File: src/rtl/second_pulse_ctrl.sv
// second_pulse_ctrl: start/pause key FSM that generates the one-second strobe
// and the countdown clear for the display timer, stopping once the countdown expires.
module second_pulse_ctrl #(
    parameter int unsigned CLK_HZ = 50_000_000
) (
    input  logic clk,
    input  logic rst_n,
    input  logic start_key_n,
    input  logic pause_key_n,
    input  logic game_finished,
    output logic one_second_pulse,
    output logic timer_clear,
    output logic running,
    output logic paused,
    output logic expired
);

    localparam int unsigned CNT_W = (CLK_HZ > 1) ? $clog2(CLK_HZ) : 1;
    localparam logic [CNT_W-1:0] CNT_MAX = CNT_W'(CLK_HZ - 1);

    typedef enum logic [1:0] {
        ST_IDLE,
        ST_RUNNING,
        ST_PAUSED,
        ST_EXPIRED
    } state_e;

    state_e           state_q, state_d;
    logic [CNT_W-1:0] presc_q, presc_d;

    logic start_s1_q, start_s2_q, start_lvl_q, start_ev_q;
    logic pause_s1_q, pause_s2_q, pause_lvl_q, pause_ev_q;

    logic clear_q, clear_d, clear_dly_q;
    logic pulse_q, pulse_d;
    logic running_q, paused_q, expired_q;
    logic restart_c;
    logic finished_c;

    // Two-flop synchronisers plus registered press-edge (1->0) detection
    always_ff @(posedge clk or negedge rst_n) begin
        if (!rst_n) begin
            start_s1_q  <= 1'b1;
            start_s2_q  <= 1'b1;
            start_lvl_q <= 1'b1;
            start_ev_q  <= 1'b0;
            pause_s1_q  <= 1'b1;
            pause_s2_q  <= 1'b1;
            pause_lvl_q <= 1'b1;
            pause_ev_q  <= 1'b0;
        end else begin
            start_s1_q  <= start_key_n;
            start_s2_q  <= start_s1_q;
            start_lvl_q <= start_s2_q;
            start_ev_q  <= start_lvl_q & ~start_s2_q;
            pause_s1_q  <= pause_key_n;
            pause_s2_q  <= pause_s1_q;
            pause_lvl_q <= pause_s2_q;
            pause_ev_q  <= pause_lvl_q & ~pause_s2_q;
        end
    end

    // A stale finished flag is masked while the clear propagates downstream
    assign finished_c = game_finished & ~clear_q & ~clear_dly_q;

    always_ff @(posedge clk or negedge rst_n) begin
        if (!rst_n) begin
            state_q     <= ST_IDLE;
            presc_q     <= '0;
            clear_q     <= 1'b0;
            clear_dly_q <= 1'b0;
            pulse_q     <= 1'b0;
            running_q   <= 1'b0;
            paused_q    <= 1'b0;
            expired_q   <= 1'b0;
        end else begin
            state_q     <= state_d;
            presc_q     <= presc_d;
            clear_q     <= clear_d;
            clear_dly_q <= clear_q;
            pulse_q     <= pulse_d;
            running_q   <= (state_d == ST_RUNNING);
            paused_q    <= (state_d == ST_PAUSED);
            expired_q   <= (state_d == ST_EXPIRED);
        end
    end

    always_comb begin
        state_d   = state_q;
        presc_d   = presc_q;
        clear_d   = 1'b0;
        pulse_d   = 1'b0;
        restart_c = 1'b0;

        unique case (state_q)
            ST_IDLE: begin
                if (start_ev_q) restart_c = 1'b1;
            end
            ST_RUNNING: begin
                if (finished_c) begin
                    state_d = ST_EXPIRED;
                end else if (start_ev_q) begin
                    restart_c = 1'b1;
                end else if (pause_ev_q) begin
                    state_d = ST_PAUSED;
                end else if (presc_q == CNT_MAX) begin
                    presc_d = '0;
                    pulse_d = 1'b1;
                end else begin
                    presc_d = presc_q + CNT_W'(1);
                end
            end
            ST_PAUSED: begin
                if (start_ev_q) begin
                    restart_c = 1'b1;
                end else if (pause_ev_q) begin
                    state_d = ST_RUNNING;
                end
            end
            ST_EXPIRED: begin
                if (start_ev_q) restart_c = 1'b1;
            end
            default: begin
                state_d = ST_IDLE;
                presc_d = '0;
            end
        endcase

        if (restart_c) begin
            state_d = ST_RUNNING;
            presc_d = '0;
            clear_d = 1'b1;
        end
    end

    assign one_second_pulse = pulse_q;
    assign timer_clear      = clear_q;
    assign running          = running_q;
    assign paused           = paused_q;
    assign expired          = expired_q;

endmodule

File: config.mk
export PLATFORM = sky130hd
export DESIGN_NAME = second_pulse_ctrl
export DESIGN_NICKNAME = d
export VERILOG_FILES = /design/src/rtl/second_pulse_ctrl.sv
export SDC_FILE = /design/constraint.sdc
export NUM_CORES = 1
export LEC_CHECK = 0
export CELL_PAD_IN_SITES_DETAIL_PLACEMENT = 0
export CELL_PAD_IN_SITES_GLOBAL_PLACEMENT = 1
export CORE_MARGIN = 2
export CORE_UTILIZATION = 51
export DETAILED_ROUTE_END_ITERATION = 10
export GPL_ROUTABILITY_DRIVEN = 0
export HOLD_SLACK_MARGIN = 0.12
export PLACE_DENSITY_LB_ADDON = 0.1
export SLEW_MARGIN = 5
export SYNTH_ARGS = -nofsm -noshare
export SYNTH_HDL_FRONTEND = slang
export SYNTH_SLANG_ARGS = --single-unit
File: constraint.sdc
create_clock -name clk -period 5.3 [get_ports clk]
set_input_delay 1.06 -clock clk [delete_from_list [all_inputs] [get_ports clk]]
set_output_delay 1.06 -clock clk [all_outputs]
set_load 0.03 [all_outputs]
==> results of run 1 <==
## worst max-delay path by stage
stage / startpoint / end / slack, ns / depth (start not counted)
floorplan: game_finished / presc_q[16] / 3.10 / 6
global placement: game_finished / paused / 2.26 / 6
detailed placement: game_finished / paused / 2.20 / 6
CTS: game_finished / paused / 2.51 / 6
global route: game_finished / paused / 2.37 / 6
finish: game_finished / paused / 2.51 / 6
## metrics by stage
| step | hold WS, ns | cells | power, mW | util | setup slack (ns) |
|---|---|---|---|---|---|
| 2_1_floorplan | 0.345 | 215 | 0.532 | - | 3.10 |
| 3_3_place_gp | 0.348 | 269 | 0.575 | 0.565 | 2.26 |
| 3_5_place_dp | 0.347 | 269 | 0.584 | 0.565 | 2.20 |
| 4_1_cts | 0.362 | 277 | 0.779 | 0.585 | 2.51 |
| 5_1_grt | 0.369 | 277 | 0.822 | 0.585 | 2.37 |
| 6_report | 0.359 | 277 | 0.775 | 0.585 | 2.51 |
## state kept, by name, summed over array words and instances, names as in the netlist
name              count
clear_dly_q           1
expired               1
one_second_pulse      1
pause_ev_q            1
pause_lvl_q           1
pause_s1_q            1
pause_s2_q            1
paused                1
presc_q              26
running               1
start_ev_q            1
start_lvl_q           1
start_s1_q            1
start_s2_q            1
state_q               2
timer_clear           1
## layout by cell type (no fill, tap or decap), types with 2 or more instances in the layout
master            n
clkinv_2          2
a21oi_1           7
nand4_1           9
nor4b_1           2
a211o_1           2
inv_1             5
o311ai_0          2
nor2b_1           3
ha_1              4
nor3_1            6
mux2i_1           2
clkdlybuf4s50_1   8
nor4_1            9
nand2_1          25
nor2_1           23
nand3_1          12
xor2_1            2
o21ai_0           2
and4_1            3
and2_1            2
clkbuf_8          5
dfstp_2           6
xnor2_1          11
dfrtp_1          36
and3_1            7
## logic make-up after synthesis
family          after synthesis  synth area share
compound gates               24            0.0849
xor+xnor                     13            0.0515
fa+ha+maj                     4            0.0226
buf+inv                      11            0.0339
flops                        42             0.479
mux                           2           0.00905
simple gates                119             0.320
## power groups by stage
stage | logic [mW] | registers (mW) | clock network (mW)
after global routing | 0.225 | 0.381 | 0.216
after global placement | 0.195 | 0.380 | 0
final | 0.201 | 0.377 | 0.197
after floorplan | 0.133 | 0.399 | 0
after detailed placement | 0.202 | 0.382 | 0
after CTS | 0.203 | 0.376 | 0.201
## Yosys cell counts, types with 2 or more instances
cell type and count:
dfstp_2 6, nor4_1 9, nor4b_1 2, nor2_1 23, inv_1 5, nand2_1 25, dfrtp_1 36, nor2b_1 3
xor2_1 2, nand4_1 9, nand3_1 12, mux2i_1 2, xnor2_1 11, o311ai_0 2, and3_1 7, ha_1 4
a211o_1 2, o21ai_0 2, and2_1 2, a21oi_1 7, buf_6 3, nor3_1 6, and4_1 3
## metal layers
layer | up-vias | global-route usage
met5 | - | 0
met2 | 39 | 0.297
met1 | 812 | 0.292
met3 | 6 | 0.0404
met4 | 0 | 0.0662
li1 | 805 | -
## critical path, delay by kind of cell
family	cells	cell delay [ns]
and+or+nand+nor	3	0.59
AOI/OAI and AO/OA	1	0.48
buffers and inverters	2	0.89
## cell type report
class / instances / area, um2
timing repair buffer: 9 / 85.1
inverter: 6 / 22.5
fill: 365 / 1700
multi-input combinational: 162 / 1080
tap: 50 / 62.6
sequential: 42 / 1060
clock buffer: 6 / 72.6
clock inverter: 2 / 10.0
==> key figures, run 1 <==
Logic synthesis
  – Synthesized Nets: 224
  – Ys flop type: dfrtp_1
  – Post-synth ARST share: 1.00
  – Number of warnings issued by yosys: 0
  – Avg Synthesized Cell Area: 10.3 um2
  – Mapped cell area: 0.00221 mm2
  – EDFF count, synth: 0
  – Yosys reg bits: between 40 and 50
  – Library cells used by synthesis: 55
  – Seq/Total Area, Yosys: 0.479
  – Dominant cells by area after synthesis: dfrtp_1 41%, dfstp_2 7.1%, xnor2_1 4.4%
  – Post-Syn Instances: 215
  – Yosys top cell by area: dfrtp_1
  – Share of the synthesized area in the top cell type: 0.407

Clock network
  – Clk sink count: 42
  – Post-CTS Hold Buffers: 0
  – CTS buffer count: 5
  – H-tree depth: 2
  – Clk slew on worst S/H paths: 0.08 ns
  – Clk root buf: clkbuf_8
  – Clock buffer depth: 2
  – Clk Latency, worst-skew pair: 0.30 ns
  – Post-CTS Repair Setup Buffers: 0
  – Post-CTS sizing: 0
  – CTS tree: done

Drt
  – DR iter-0 viols: between 150 and 200
  – DR vias: approximately 1700
  – Drt drc: 0
  – WL per Instance: 16.1 um
  – Pre-antenna DRT Iters: 4
  – DR vias/cell: 6.00
  – Metal-1 WL: 2.19 mm
  – Post-route ant nets: 0
  – Post-Route WL: 4.46 mm
  – Met3 WL: roughly 210 um
  – Routed met2 length: 2.00 mm
  – Max Used Layer: met4

Setup path
  – Startpoint types: primary input
  – R2R depth: 7
  – R2r setup slk: 3.07 ns
  – R2r startpoint: state_q[1]
  – CP max FO: 10
  – Critical path cell sequence: clkdlybuf4s50_1 > nand4bb_4 > nand2_2 > clkinv_1 > a211oi_1 > and2_1
  – Slowest library cell on the worst path: clkdlybuf4s50_1
  – Kind of critical path: in2reg
  – Critical path endpoint category: register
  – CP max stage delay: 0.54 ns
  – RR Endpoint: presc_q[18]
  – WP data required: 5.54 ns
  – CP arrival: 3.03 ns

Global routing
  – GRT Util Overall: 0.200
  – Pin count of the biggest net entering global routing: 43
  – First-pass GRT wire length: around 8 mm
  – Number of global-route vias before repair: 1659
  – Initial antenna violation count: 0
  – Total congestion overflow: 0

Floorplan
  – I/O pin count: 10
  – Die Width: approximately 70 um
  – # rows: 23
  – Starting Density: 0.541
  – Core area: around 0.0041 mm2
  – Die area: between 0.004 and 0.005 mm2
  – Die H: about 70 um

STA
  – Final hold violation count: 0
  – Final Cycle Share: 0.526
  – Final setup viols: 0
  – Slew headroom: 0.396
  – RSZ-0062 raised after global routing: false
  – Tmin final: 2.79 ns
  – Fmax: 0.359 GHz
  – Setup skew after layout: ~0.013 ns
  – Slew Viols, Final: 0
  – Worst Tran Pin Value: 0.907 ns
  – Total Neg Setup Slack: 0 ns

Placement
  – Dpl cell area: 0.00231 mm2
  – Port Buffers: 9
  – Post-DP HPWL: 3.07 mm

Final layout
  – Post-route cell area: 0.00239 mm2
  – Nets: 235
  – Share of cells above drive strength 1: 0.128
  – Area delta synth->final: 8.03%
  – Ant diodes: 0

Min path
  – Tightest Hold Check Type: reg2reg
  – Hold EP: start_s2_q
  – Hold path startpoint: start_s1_q
  – Worst hold path depth: 0

Power
  – Internal power: 0.524 mW
  – VDD IR max: 172 uV
  – Clk pwr share: 0.254
  – Sequential Power Share: 0.487
  – Pwr per Cell Area: ~320 mW/mm2
  – Combinational share of power: 0.260
  – Psw: roughly 0.25 mW
  – Sw frac: 0.324
  – Static Leak: a little under 1 nW

Flow run
  – Max-Cap Viols: 0

Outcome
  – Status: complete, no violations
Power figures use the tool's default switching activity.
==> run 2, diff against run 1 <==
--- a/config.mk
+++ b/config.mk
@@ -8,7 +8,7 @@
 export CELL_PAD_IN_SITES_DETAIL_PLACEMENT = 0
 export CELL_PAD_IN_SITES_GLOBAL_PLACEMENT = 1
 export CORE_MARGIN = 2
-export CORE_UTILIZATION = 51
+export CORE_UTILIZATION = 43
 export DETAILED_ROUTE_END_ITERATION = 10
 export GPL_ROUTABILITY_DRIVEN = 0
 export HOLD_SLACK_MARGIN = 0.12
==> constraint.sdc (replaced) <==
create_clock -name clk -period 2.44 [get_ports clk]
set_input_delay 0.488 -clock clk [delete_from_list [all_inputs] [get_ports clk]]
set_output_delay 0.488 -clock clk [all_outputs]
set_load 0.03 [all_outputs]
==> run 2 against run 1 <==
Compared with the run above:
- utilization down 9.4 points
- flip-flop and latch count unchanged
- clock skew down 0.0070 ns
- final cell count up 9.4%
- first-iteration DRC count down 46%
- power up 130%
- count of clock-buffer cells in the layout down 1
- combinational power up 130%
- worst setup slack worse by 2.2 ns
- final area up 3.5%
- clock power up 140%
- hold slack worse by 0.061 ns
- critical path type is now reg2reg
- critical endpoint is now presc_q[15]
==> key figures, run 2 (synthesis results as in run 1) <==
Clock network
  – CTS buffer count: 5
  – Clk root buf: clkbuf_8
  – Post-CTS sizing: 0
  – H-tree depth: 2
  – Clk Latency, worst-skew pair: 0.30 ns
  – Post-CTS Hold Buffers: 0
  – CTS tree: done
  – Clk sink count: 42
  – Clock buffer depth: 2
  – Post-CTS Repair Setup Buffers: 0
  – Clk slew on worst S/H paths: around 0.09 ns

STA
  – RSZ-0062 raised after global routing: false
  – Fmax: 0.473 GHz
  – Setup skew after layout: 0.00608 ns
  – Tmin final: between 2 and 2.5 ns
  – Final hold violation count: 0
  – Total Neg Setup Slack: 0 ns
  – Worst Tran Pin Value: slightly below 0.9 ns
  – Slew headroom: 0.415
  – Slew Viols, Final: 0
  – Final Cycle Share: 0.866
  – Final setup viols: 0

Global routing
  – First-pass GRT wire length: 8.02 mm
  – Total congestion overflow: 0
  – Initial antenna violation count: 0
  – Number of global-route vias before repair: 1647
  – GRT Util Overall: 0.187
  – Pin count of the biggest net entering global routing: 43

Final layout
  – Share of cells above drive strength 1: 0.155
  – Nets: ~240
  – Most common cell after layout, fill and taps aside: dfrtp_1
  – Ant diodes: 0
  – Register bank with the most flops: presc_q
  – Biggest registers after layout: presc_q x26, state_q x2
  – Max FFs per register: 26
  – Most frequent cells in the layout: 36 x dfrtp_1, 25 x nand2_1, 23 x nor2_1
  – Finished Core Util: 0.490
  – Area delta synth->final: 11.8%
  – FILL cells: 472

Placement
  – Post-DP HPWL: 3.39 mm
  – Port Buffers: 9

Floorplan
  – Die area: around 0.0057 mm2
  – # rows: 26
  – Die Width: 75.7 um
  – I/O pin count: 10
  – Starting Density: 0.439
  – Core area: 0.00504 mm2
  – Die H: 75.7 um

Power
  – Static Leak: approximately 1.0 nW
  – VDD IR max: 329 uV
  – Pwr per Cell Area: around 710 mW/mm2

Drt
  – Post-route ant nets: 0
  – WL per Instance: 15.3 um
  – Post-Route WL: 4.64 mm
  – DR iter-0 viols: 93
  – Pre-antenna DRT Iters: 4
  – DR vias: between 1500 and 2000
  – DR vias/cell: 5.54
  – Drt drc: 0

Setup path
  – Kind of critical path: reg2reg
  – Critical path endpoint category: register
  – Startpoint types: register
  – CP startpoint: state_q[1]
  – CP max FO: 8
  – CP arrival: 2.34 ns
  – R2r startpoint: state_q[1]
  – WP data required: about 2.7 ns

Min path
  – Tightest Hold Check Type: in2async

Flow run
  – Max-Cap Viols: 0

Outcome
  – Status: complete, no violations
run 2: cell types whose count changed in the layout (fill, tap and decap cells not counted):
cell      before  now
buf_4          0    6
inv_6          0    3
clkinv_2       2    0
clkbuf_1       1    0
run 2: report_power, final:
group	switching [mW]	internal [mW]	leakage (nW)
registers	0.0537	0.765	0.551
clock network	0.268	0.212	0.0495
logic	0.269	0.196	0.416
run 2: area by class of cell:
type / instances / area, um2 / area share
Multi-Input combinational cell: 162 / 1080 / 0.436
Sequential cell: 42 / 1060 / 0.428
Timing Repair Buffer: 15 / 130 / 0.0526
Tap cell: 70 / 87.6 / 0.0354
Clock buffer: 5 / 68.8 / 0.0278
Clock inverter: 3 / 26.3 / 0.0106
Inverter: 6 / 22.5 / 0.00911
run 2: metrics by stage:
step	instance area [um2]	power [mW]	instances	setup slack [ns]	hold slack (ns)
4_1_cts	2470	1.78	303	0.326	0.341
3_5_place_dp	2380	1.29	295	0.185	0.347
6_report	2470	1.76	303	0.328	0.298
3_3_place_gp	2380	1.28	295	0.217	0.346
5_1_grt	2470	1.87	303	0.181	0.366
2_1_floorplan	2210	1.15	215	0.624	0.192
run 2: per-layer routing:
metal	wire, um	global-route usage	part of all wire	vias up
met5	0	0	0	-
met4	72	0.0643	0.016	0
met3	175	0.0397	0.038	7
met2	2150	0.287	0.46	40
met1	2250	0.262	0.48	817
li1	-	-	-	815
run 2: critical path, stage by stage (launching register included):
cell	delay (ns)
dfrtp_1	0.41
inv_1	0.11
ha_1	0.26
nor3b_4	0.28
nand2_1	0.25
or4_1	0.56
a31oi_1	0.18
run 2: final timing paths:
| check | to | slack (ns) | depth (start not counted) |
|---|---|---|---|
| min in group clk | start_s2_q | 0.36 | 0 |
| min | state_q[0] | 0.30 | 1 |
| max reg2reg | presc_q[15] | 0.33 | 6 |
| max | presc_q[15] | 0.33 | 6 |
| max in group asynchronous | presc_q[24] | 1.59 | 1 |
| min reg2reg | start_s2_q | 0.36 | 0 |
